File: src/rtl/lane_gate_array.sv
//============================================================================
// Module      : lane_gate_array
// Description : WIDTH-lane registered BUF/NOT array. Lane modes are loaded
//               through a valid/ready config port. A sequential counter
//               reports how many lanes invert and how many buffer.
//               Optional macro LANE_GATE_BYPASS_EN adds a stage-1 bypass.
// Revision    : 1.0 - initial release
//============================================================================
`default_nettype none

module lane_gate_array #(
    parameter int  WIDTH = 8,
    parameter int  PIPE  = 1,
    localparam int CNT_W = $clog2(WIDTH + 1)
) (
    input  logic             clk,
    input  logic             rst_n,
    input  logic [WIDTH-1:0] di,
`ifdef LANE_GATE_BYPASS_EN
    input  logic             bypass,
`endif
    output logic [WIDTH-1:0] dout,
    input  logic             cfg_valid,
    output logic             cfg_ready,
    input  logic [WIDTH-1:0] cfg_mask,
    output logic [CNT_W-1:0] n_not,
    output logic [CNT_W-1:0] n_buf,
    output logic             cnt_valid
);

    localparam logic [CNT_W-1:0] c_width = CNT_W'(WIDTH);
    localparam logic [CNT_W-1:0] c_last  = CNT_W'(WIDTH - 1);
    localparam logic [CNT_W-1:0] c_one   = CNT_W'(1);

    typedef enum logic [0:0] {
        S_IDLE  = 1'b0,
        S_COUNT = 1'b1
    } state_t;

    state_t           r_state;
    logic [WIDTH-1:0] r_mask;
    logic [WIDTH-1:0] r_scan;
    logic [CNT_W-1:0] r_idx;
    logic [CNT_W-1:0] r_acc;
    logic             r_ready;
    logic [CNT_W-1:0] r_n_not;
    logic [CNT_W-1:0] r_n_buf;
    logic             r_cnt_valid;
    logic [WIDTH-1:0] r_pipe [PIPE];

    logic [WIDTH-1:0] w_stage1;
    logic [CNT_W-1:0] w_acc_next;

`ifdef LANE_GATE_BYPASS_EN
    assign w_stage1 = bypass ? di : (di ^ r_mask);
`else
    assign w_stage1 = di ^ r_mask;
`endif

    // r_scan is a shifted copy of the committed mask, so its LSB is mask[idx]
    assign w_acc_next = r_acc + CNT_W'(r_scan[0]);

    always_ff @(posedge clk) begin
        if (!rst_n) begin
            for (int i = 0; i < PIPE; i++) begin
                r_pipe[i] <= '0;
            end
        end else begin
            r_pipe[0] <= w_stage1;
            for (int i = 1; i < PIPE; i++) begin
                r_pipe[i] <= r_pipe[i-1];
            end
        end
    end

    always_ff @(posedge clk) begin
        if (!rst_n) begin
            r_state     <= S_IDLE;
            r_mask      <= '0;
            r_scan      <= '0;
            r_idx       <= '0;
            r_acc       <= '0;
            r_ready     <= 1'b1;
            r_n_not     <= '0;
            r_n_buf     <= c_width;
            r_cnt_valid <= 1'b1;
        end else begin
            case (r_state)
                S_IDLE: begin
                    if (cfg_valid && r_ready) begin
                        r_mask      <= cfg_mask;
                        r_scan      <= cfg_mask;
                        r_idx       <= '0;
                        r_acc       <= '0;
                        r_cnt_valid <= 1'b0;
                        r_ready     <= 1'b0;
                        r_state     <= S_COUNT;
                    end
                end
                S_COUNT: begin
                    r_acc  <= w_acc_next;
                    r_idx  <= r_idx + c_one;
                    r_scan <= r_scan >> 1;
                    if (r_idx == c_last) begin
                        r_n_not     <= w_acc_next;
                        r_n_buf     <= c_width - w_acc_next;
                        r_cnt_valid <= 1'b1;
                        r_ready     <= 1'b1;
                        r_state     <= S_IDLE;
                    end
                end
                default: r_state <= S_IDLE;
            endcase
        end
    end

    assign dout      = r_pipe[PIPE-1];
    assign cfg_ready = r_ready;
    assign n_not     = r_n_not;
    assign n_buf     = r_n_buf;
    assign cnt_valid = r_cnt_valid;

endmodule

`default_nettype wire

File: config.mk
export PLATFORM = sky130hd
export DESIGN_NAME = lane_gate_array
export DESIGN_NICKNAME = d
export VERILOG_FILES = /design/src/rtl/lane_gate_array.sv
export SDC_FILE = /design/constraint.sdc
export NUM_CORES = 1
export LEC_CHECK = 0
export ABC_AREA = 1
export BUFFER_PORTS_ARGS = -buffer_cell sky130_fd_sc_hd__buf_2
export CAP_MARGIN = 20
export CORE_ASPECT_RATIO = 1.2
export CORE_MARGIN = 2
export CORE_UTILIZATION = 56
export CTS_CLUSTER_SIZE = 16
export DETAILED_ROUTE_END_ITERATION = 7
export GPL_ROUTABILITY_DRIVEN = 0
export PLACE_DENSITY_LB_ADDON = 0.1
export REMOVE_ABC_BUFFERS = 1
export SLEW_MARGIN = 20
export SYNTH_ARGS = -nofsm -noshare
export SYNTH_HDL_FRONTEND = slang
export SYNTH_SLANG_ARGS = --single-unit
File: constraint.sdc
create_clock -name clk -period 2 [get_ports clk]
set_input_delay 0 -clock clk [delete_from_list [all_inputs] [get_ports clk]]
set_output_delay 0 -clock clk [all_outputs]
set_load 0.02 [all_outputs]
Word-level counts from Yosys, hierarchy flattened
Memory sizes are Yosys's and may differ from the RTL's.
Index checks and enable logic that the tools add are counted.
Widths: inputs -> output; s select.
{"block": "totals", "regBits": 34, "ramBits": 8, "memories": 1}
{"block": "op_classes", "add_sub_neg": 3, "n_eq_ne": 3, "n_mux": 15, "bitwise_logic": 2, "reduce_logical": 5}
{"name": "r_pipe", "words": 1, "word_bits": 8, "read_ports": 1, "rd_ports_with_merged_regs": 0, "write_ports": 1, "line": "49", "rtl": "logic [WIDTH-1:0] r_pipe [PIPE];"}
{"op": "$mux 8", "n": 2}
{"op": "$pmux 4 s2", "n": 2}
{"op": "$pmux 8 s2", "n": 1}
{"op": "$reduce_or 8->1", "n": 1}
{"op": "$xor 8x8->8", "n": 1}
{"op": "$mux 1", "n": 7}
{"op": "$reduce_and 2->1", "n": 3}
{"op": "$add 4x1->4", "n": 1}
{"op": "$add 4x1->4 const B", "n": 1}
{"op": "$eq 4x3->1 const B", "n": 1}
{"op": "$mux 4", "n": 1}
{"op": "$pmux 1 s2", "n": 2}
{"op": "$sub 4x4->4 const A", "n": 1}
{"op": "$ne 2x1->1 const B", "n": 1}
{"op": "$ne 2x2->1 const B", "n": 1}
{"op": "$logic_and 1x1->1", "n": 1}
{"op": "$not 1->1", "n": 1}

Logic depth before layout (Yosys ltp)
Gate-level depths: netlist (run 1).
{"block": "logic_depth", "ltp_word": 3, "mapped_depth": 9}

Least setup slack after synthesis (run 1)
Ideal clock, no wire load.
{"block": "synth_path", "path_kind": "register to register", "from": "register r_scan[0]", "to": "register r_n_buf[2], in the netlist n_buf[2]", "t_arrival_ns": 1.264, "path_slack_ns": 0.624, "stages_incl_launch_ff": 8, "path_buffers": 0, "period_less_slack_ns": 1.376, "cell_sequence": "dfxtp_1 -> ha_1 -> ha_1 -> inv_1 -> ha_1 -> xnor2_1 -> nand2_1 -> nand2_1"}
{"block": "synth_between", "elab_chain_len": 2}
{"element": "from (decl)", "line": "42", "rtl": "logic [WIDTH-1:0] r_scan;"}
{"element": "from (signal assigned)", "line": "92", "rtl": "r_scan <= cfg_mask;"}
{"element": "from (signal assigned)", "line": "103", "rtl": "r_scan <= r_scan >> 1;"}
{"element": "$add 4x1->4", "line": "61", "rtl": "assign w_acc_next = r_acc + CNT_W'(r_scan[0]);"}
{"element": "net w_acc_next[1]", "line": "52", "rtl": "logic [CNT_W-1:0] w_acc_next;"}
{"element": "$sub 4x4->4", "line": "106", "rtl": "r_n_buf <= c_width - w_acc_next;"}
{"element": "to (signal assigned)", "line": "85", "rtl": "r_n_buf <= c_width;"}
{"element": "to (signal assigned)", "line": "106"}
{"element": "to (decl)", "line": "47", "rtl": "logic [CNT_W-1:0] r_n_buf;"}
The timed path passes the listed nets, and every way through them passes these cells.
A chain may end at the register's enable or synchronous reset.

Worst setup path in the final report (run 1)
{"block": "layout_path", "from": "register r_state", "to": "register r_n_not[3], in the netlist n_not[3]"}
{"block": "layout_between", "elab_chain_len": 1}
{"element": "from (decl)", "line": "40", "rtl": "state_t r_state;"}
{"element": "from (signal assigned)", "line": "78", "rtl": "r_state <= S_IDLE;"}
{"element": "from (signal assigned)", "line": "97", "rtl": "r_state <= S_COUNT;"}
{"element": "from (signal assigned)", "line": "109", "rtl": "r_state <= S_IDLE;"}
{"element": "$reduce_and 2->1 (no line)"}
{"element": "to (signal assigned)", "line": "105", "rtl": "r_n_not <= w_acc_next;"}
{"element": "to (decl)", "line": "46", "rtl": "logic [CNT_W-1:0] r_n_not;"}
Every way passes these cells.

==> results of run 1 <==
-- flip-flops by register name (all words and copies together), names as in the netlist --
signal     cells
r_mask         8
r_pipe         8
r_scan         8
n_not          4
r_acc          4
r_idx          4
n_buf          3
cnt_valid      1
r_state        1
-- final timing paths --
kind               end  slack (ns)
max           n_not[3]        0.45
min          r_mask[2]        0.13
max reg2reg   n_not[3]        0.45
min reg2reg   n_not[2]        0.46
-- cell usage after synthesis --
cell type  number
buf_2           2
nor3_4          1
buf_1           3
inv_1          11
dfxtp_1        41
nand3_1         3
nor2_1         11
nand2_1        73
nor2_2          1
a21oi_1        17
nand4_1         2
nor3_1          2
nor2_4          1
xnor2_1         9
o21ai_0         6
ha_1            4
inv_2           2
buf_4           3
a31oi_1         7
-- cell type report --
type	count	area (µm²)	area share
Inverter	13	48.8	0.0242
Clock inverter	1	5.00	0.00248
Clock buffer	7	65.1	0.0323
Sequential cell	41	821	0.407
Tap cell	34	42.5	0.0211
Multi-Input combinational cell	137	674	0.335
Timing Repair Buffer	54	358	0.178
-- routing by layer --
layer / global-route usage / vias up
met1: 0.238 / 661
met3: 0.0769 / 4
li1: - / 742
met5: 0 / -
met2: 0.408 / 35
met4: 0.0673 / 0
-- kinds of logic after synthesis --
kind of cell | Yosys count
compound gates | 30
xor+xnor | 9
fa+ha+maj | 4
buf+inv | 21
flops | 41
simple gates | 94
-- worst max-delay path: cells and delay by family (launching register included) --
family,cells,cell delay (ns)
simple gates,3,0.48
flops,1,0.74
buf+inv,1,0.14
compound gates,1,0.08
-- stage by stage --
step	std cells	power, mW
6_report	287	1.55
3_5_place_dp	262	1.08
4_1_cts	287	1.56
2_1_floorplan	191	1.02
3_3_place_gp	262	1.08
5_1_grt	287	1.63
-- power by group --
group / internal (mW) / switching (mW)
clock: 0.204 / 0.260
sequential: 0.858 / 0.0275
combinational: 0.0904 / 0.112
-- repair_timing --
action                                 4_1_cts  5_1_grt
hold buffers                                17        0
gates resized for setup                      0        0
endpoints found under the hold margin       26        0
==> metrics, run 1 <==
routed len/inst 11.2 µm; DR vias/cell 5.02; fin crit period 1.55 ns; Peak supply drop approximately 750 µV; synthesized area per cell 7.98 µm²; antenna cells 0; die area ~0.0033 mm²; post-synth cell types 19; Fill cells 228; port bufs 36; routed length on met2 1690 µm; htree depth 2; final instance area approximately 0.0020 mm²; Cell Pwr Density 771 mW/mm²; synth top area cells dfxtp_1 52%, nand2_1 17%, a21oi_1 5.4%; pre-CTS setup slack between 0.4 and 0.5 ns; peak fanout along the critical path 16; Hold Vio Cnt, Final 0; sequential share of the synthesized area 0.517; top cell type by total area after synthesis dfxtp_1; skew final about 0.0068 ns; Max Cap Viol 0; gr usage total 0.226; TNS Setup 0 ns; Clock Latency Late Sink 0.35 ns; IO Pins 37; CTS tree done; root buffer cell clkbuf_4; critical path type reg2reg; max-slew violations 0; clk buf depth 2; Required @ worst endpoint 2.23 ns; launch point of the worst hold path cfg_valid; commonest non-fill, non-tap cells in the layout 73 x nand2_1, 41 x dfxtp_1, 36 x buf_2; Die Y 62.3 µm; Worst Tran Pin Value 0.625 ns; Rows 21; clk slew on worst S/H paths 0.12 ns; slowest cell on the critical path dfxtp_1; status finished, final reports clean; Lkg Pwr about 0.88 nW; XOR/XNOR Fraction of Synth Area 0.0496; Final Util 0.730; Initial Util 0.576; post-synth top area share 0.517; Synth Cell Area 0.00159 mm²; simple logic cell fraction of the synthesized area 0.243; DRT met1 WL ~1300 µm; Critical Path Start r_state; uppermost layer routed met4; adder-cell area share of the yosys netlist 0.0315; WL met3 153 µm; total number of vias between 1k and 1.5k; CP arrival ~1.8 ns; core area approximately 0.0028 mm²; combinational family with the most area after synthesis simple AND/OR/NAND/NOR gates; Final ANT Viol Nets 0; postcts setup bufs 0; Syn. warnings 0; critical path's largest stage delay 0.74 ns; Area Growth Syn to Fin 26.9%; initial antenna violation count 0; vias in the first global route 1390; Rel. slew slack 0.583; pin count of the biggest net entering global routing 22; clk sink count 41; DRC Markers 0; unrepaired setup endpoints after global routing no; final net count about 280; mux contribution to synthesized area 0; CP endpoint kind flip-flop; final wirelength 3200 µm; Min-Delay Path Class in2reg; initial drt markers 19; fmax between 600 and 700 MHz; total gr overflow 0; Reg2Reg Depth 5; Worst Hold Path Cells 5; Synth Area in Compound Gates 0.100; Seq cells post-synth 41; DP Area 0.00177 mm²; crit path cell chain inv_2 -> nor3_4 -> nor2_1 -> nand2_1 -> o21ai_0; first-pass GRT wire length about 5600 µm; hold slack 0.129 ns; startpoint types flip-flop; CTS buffer count 5; Post-Syn Instances 199; width of the die 52.6 µm; fin crit share 0.777; Setup WS post-layout 0.446 ns; DRT Pass-1 Iters 4; # setup viols final 0; DP HPWL 2180 µm; layout cells sized above 1 0.198; FF-to-FF Start r_state; most common cell after layout, fill and taps aside nand2_1
No activity file was read; power rests on OpenSTA's default activity.
==> run 2, diff against run 1 <==
--- a/config.mk
+++ b/config.mk
@@ -5,12 +5,12 @@
 export SDC_FILE = /design/constraint.sdc
 export NUM_CORES = 1
 export LEC_CHECK = 0
-export ABC_AREA = 1
+export ABC_AREA = 0
 export BUFFER_PORTS_ARGS = -buffer_cell sky130_fd_sc_hd__buf_2
 export CAP_MARGIN = 20
 export CORE_ASPECT_RATIO = 1.2
 export CORE_MARGIN = 2
-export CORE_UTILIZATION = 56
+export CORE_UTILIZATION = 48
 export CTS_CLUSTER_SIZE = 16
 export DETAILED_ROUTE_END_ITERATION = 7
 export GPL_ROUTABILITY_DRIVEN = 0
==> constraint.sdc (replaced) <==
create_clock -name clk -period 1.3 [get_ports clk]
set_input_delay 0 -clock clk [delete_from_list [all_inputs] [get_ports clk]]
set_output_delay 0 -clock clk [all_outputs]
set_load 0.02 [all_outputs]
==> metrics, run 2 <==
status finished, violations left; failing checks setup timing; max-slew violations 0; DRC Markers 0; Post-Syn Instances 192; critical path's largest stage delay approximately 0.34 ns; Peak supply drop 796 µV; fin crit period between 1 and 1.5 ns; DP Area 0.00202 mm²; Required @ worst endpoint 1.49 ns; peak fanout along the critical path 2; Initial Util 0.488; total number of vias 1426; width of the die 59.0 µm; Worst Tran Pin Value 0.326 ns; total gr overflow 0; fmax around 700 MHz; sequential share of the synthesized area 0.470; Area Growth Syn to Fin 33.7%; Final ANT Viol Nets 0; CTS tree done; fin crit share 1.09; Lkg Pwr around 1.1 nW; Synth Cell Area 0.00175 mm²; Reg2Reg Depth 6; vias in the first global route ~1.4k; Seq cells post-synth 41; die area 0.00414 mm²; core area 0.00357 mm²; Max Cap Viol 0; routing usage on met3 0.0389; count leader, synth nand2_1; critical path's most frequent cell ha_4; DP HPWL 2430 µm; CP endpoint kind flip-flop; synthesized area per cell 9.09 µm²; most used routing layer met2; root buffer cell clkbuf_8; slowest cell on the critical path dfxtp_2; most common cell after layout, fill and taps aside nand2_1; Rows 24; synth top area cells dfxtp_1 47%, nand2_1 9.5%, and2_1 7.2%; grt met1 use 0.239; CTS buffer count 5; EDFF count, synth 0; TNS Setup -0.144 ns; layout cells sized above 1 0.305; top post-synthesis cells by count 44 x nand2_1, 41 x dfxtp_1, 20 x and2_1; ys flop type dfxtp_1; FF-to-FF End n_buf[2]; clk slew on worst S/H paths 0.08 ns; CP arrival 1.60 ns; startpoint types flip-flop; post-synth top area share 0.470; initial antenna violation count 0; R2R setup slack -0.11 ns; Clock Latency Late Sink 0.29 ns; pin count of the biggest net entering global routing 24; # setup viols final 2; DRT Pass-1 Iters 4; biggest regs r_mask: 8 flops, r_pipe: 8 flops, r_scan: 8 flops; Hold Vio Cnt, Final 0; DR vias/cell between 4 and 5; routed len/inst 12.6 µm; initial drt markers 27; Fill cells 309; critical path type reg2reg; port bufs 36; final net count 271; clk sink count slightly above 40; Setup WS post-layout -0.112 ns; post-synth cell types 30; IO Pins 37; commonest non-fill, non-tap cells in the layout 43 x nand2_1, 37 x dfxtp_1, 36 x buf_2; crit path to n_buf[2]; final total power 2.81 mW; Critical Path Start r_acc[0]; FF-to-FF Start r_acc[0]; final instance area 0.00233 mm²; Cell Pwr Density 1200 mW/mm²; ys async rst share 0; clk buf depth 2; grt met2 use 0.325; Syn. warnings 0; gr usage total 0.196; htree depth 2; Die Y 70.1 µm; antenna cells 0; top cell type by total area after synthesis dfxtp_1; crit path cell chain ha_4 -> ha_4 -> xnor2_1 -> xnor2_2 -> nand2_1 -> o211a_1; unrepaired setup endpoints after global routing yes; skew final 0.00326 ns; Min-Delay Path Class in2reg; final wirelength between 3000 and 4000 µm; Rel. slew slack 0.781; first-pass GRT wire length between 6000 and 7000 µm
-- run 2: changes by cell type after synthesis, sizes merged, moves of 11 or more --
| cell | delta |
|---|---|
| nand2 | -28 |
| and2 | +20 |
| a21oi | -14 |
| a21boi | +12 |
| xor2 | +11 |
-- run 2: cell type report --
class / count / area (µm²) / area share
flip-flops and latches: 41 / 826 / 0.354
repair buffers: 61 / 394 / 0.169
clock buffers: 7 / 86.3 / 0.0370
multi-input cells: 136 / 935 / 0.401
well taps: 39 / 48.8 / 0.0209
clock inverters: 1 / 30.0 / 0.0129
inverters: 3 / 13.8 / 0.00590
-- run 2: logic make-up after synthesis --
| group | after synthesis | share of synthesized area |
|---|---|---|
| compound gates | 32 | 0.123 |
| xor+xnor | 13 | 0.0652 |
| fa+ha+maj | 4 | 0.0287 |
| buf+inv | 15 | 0.0430 |
| flops | 41 | 0.470 |
| mux | 10 | 0.0573 |
| simple gates | 77 | 0.212 |
-- run 2: layer usage --
| metal | vias to the layer above | wire, µm |
|---|---|---|
| met5 | - | 0 |
| met4 | 0 | 76 |
| met3 | 8 | 100 |
| met2 | 29 | 1850 |
| met1 | 654 | 1590 |
| li1 | 735 | - |
-- run 2: worst min-delay path by stage --
stage	start	to	slack, ns	cells past startpoint
3_5_place_dp	cfg_mask[2]	r_mask[2]	0.27	3
4_1_cts	di[6]	r_pipe[0][6]	0.008	3
5_1_grt	di[6]	r_pipe[0][6]	0.02	3
3_3_place_gp	cfg_mask[6]	r_mask[6]	0.27	3
2_1_floorplan	rst_n	n_buf[3]	0.09	1
6_report	di[6]	r_pipe[0][6]	0.01	3
-- run 2: critical path, delay by kind of cell (launching register included) --
family	cells	cell delay [ns]
simple gates	1	0.06
fa+ha+maj	2	0.34
flops	1	0.34
xor+xnor	2	0.44
compound gates	1	0.13
-- run 2: per-stage QoR --
stage               setup slack, ns  hold slack [ns]  instances  utilization
CTS                          -0.111          0.00782        287        0.639
floorplan                    -0.442           0.0889        180            -
finish                       -0.112           0.0150        288        0.653
detailed placement           -0.303            0.275        269        0.564
global route                 -0.177           0.0175        288        0.653
global placement             -0.217            0.266        269        0.564
-- run 2: what timing repair did --
| item | CTS | global route |
|---|---|---|
| hold buffers | 9 | 0 |
| gates resized for setup | 11 | 11 |
| setup endpoints to repair | 5 | 10 |
| buffers inserted | 1 | 1 |
| endpoints found under the hold margin | 9 | 0 |
| pin swaps | 5 | 3 |
-- run 2: power breakdown --
group / leakage, nW / switching (mW) / internal, mW
sequential: 0.337 / 0.0338 / 1.32
clock: 0.0585 / 0.427 / 0.626
combinational: 0.687 / 0.200 / 0.199
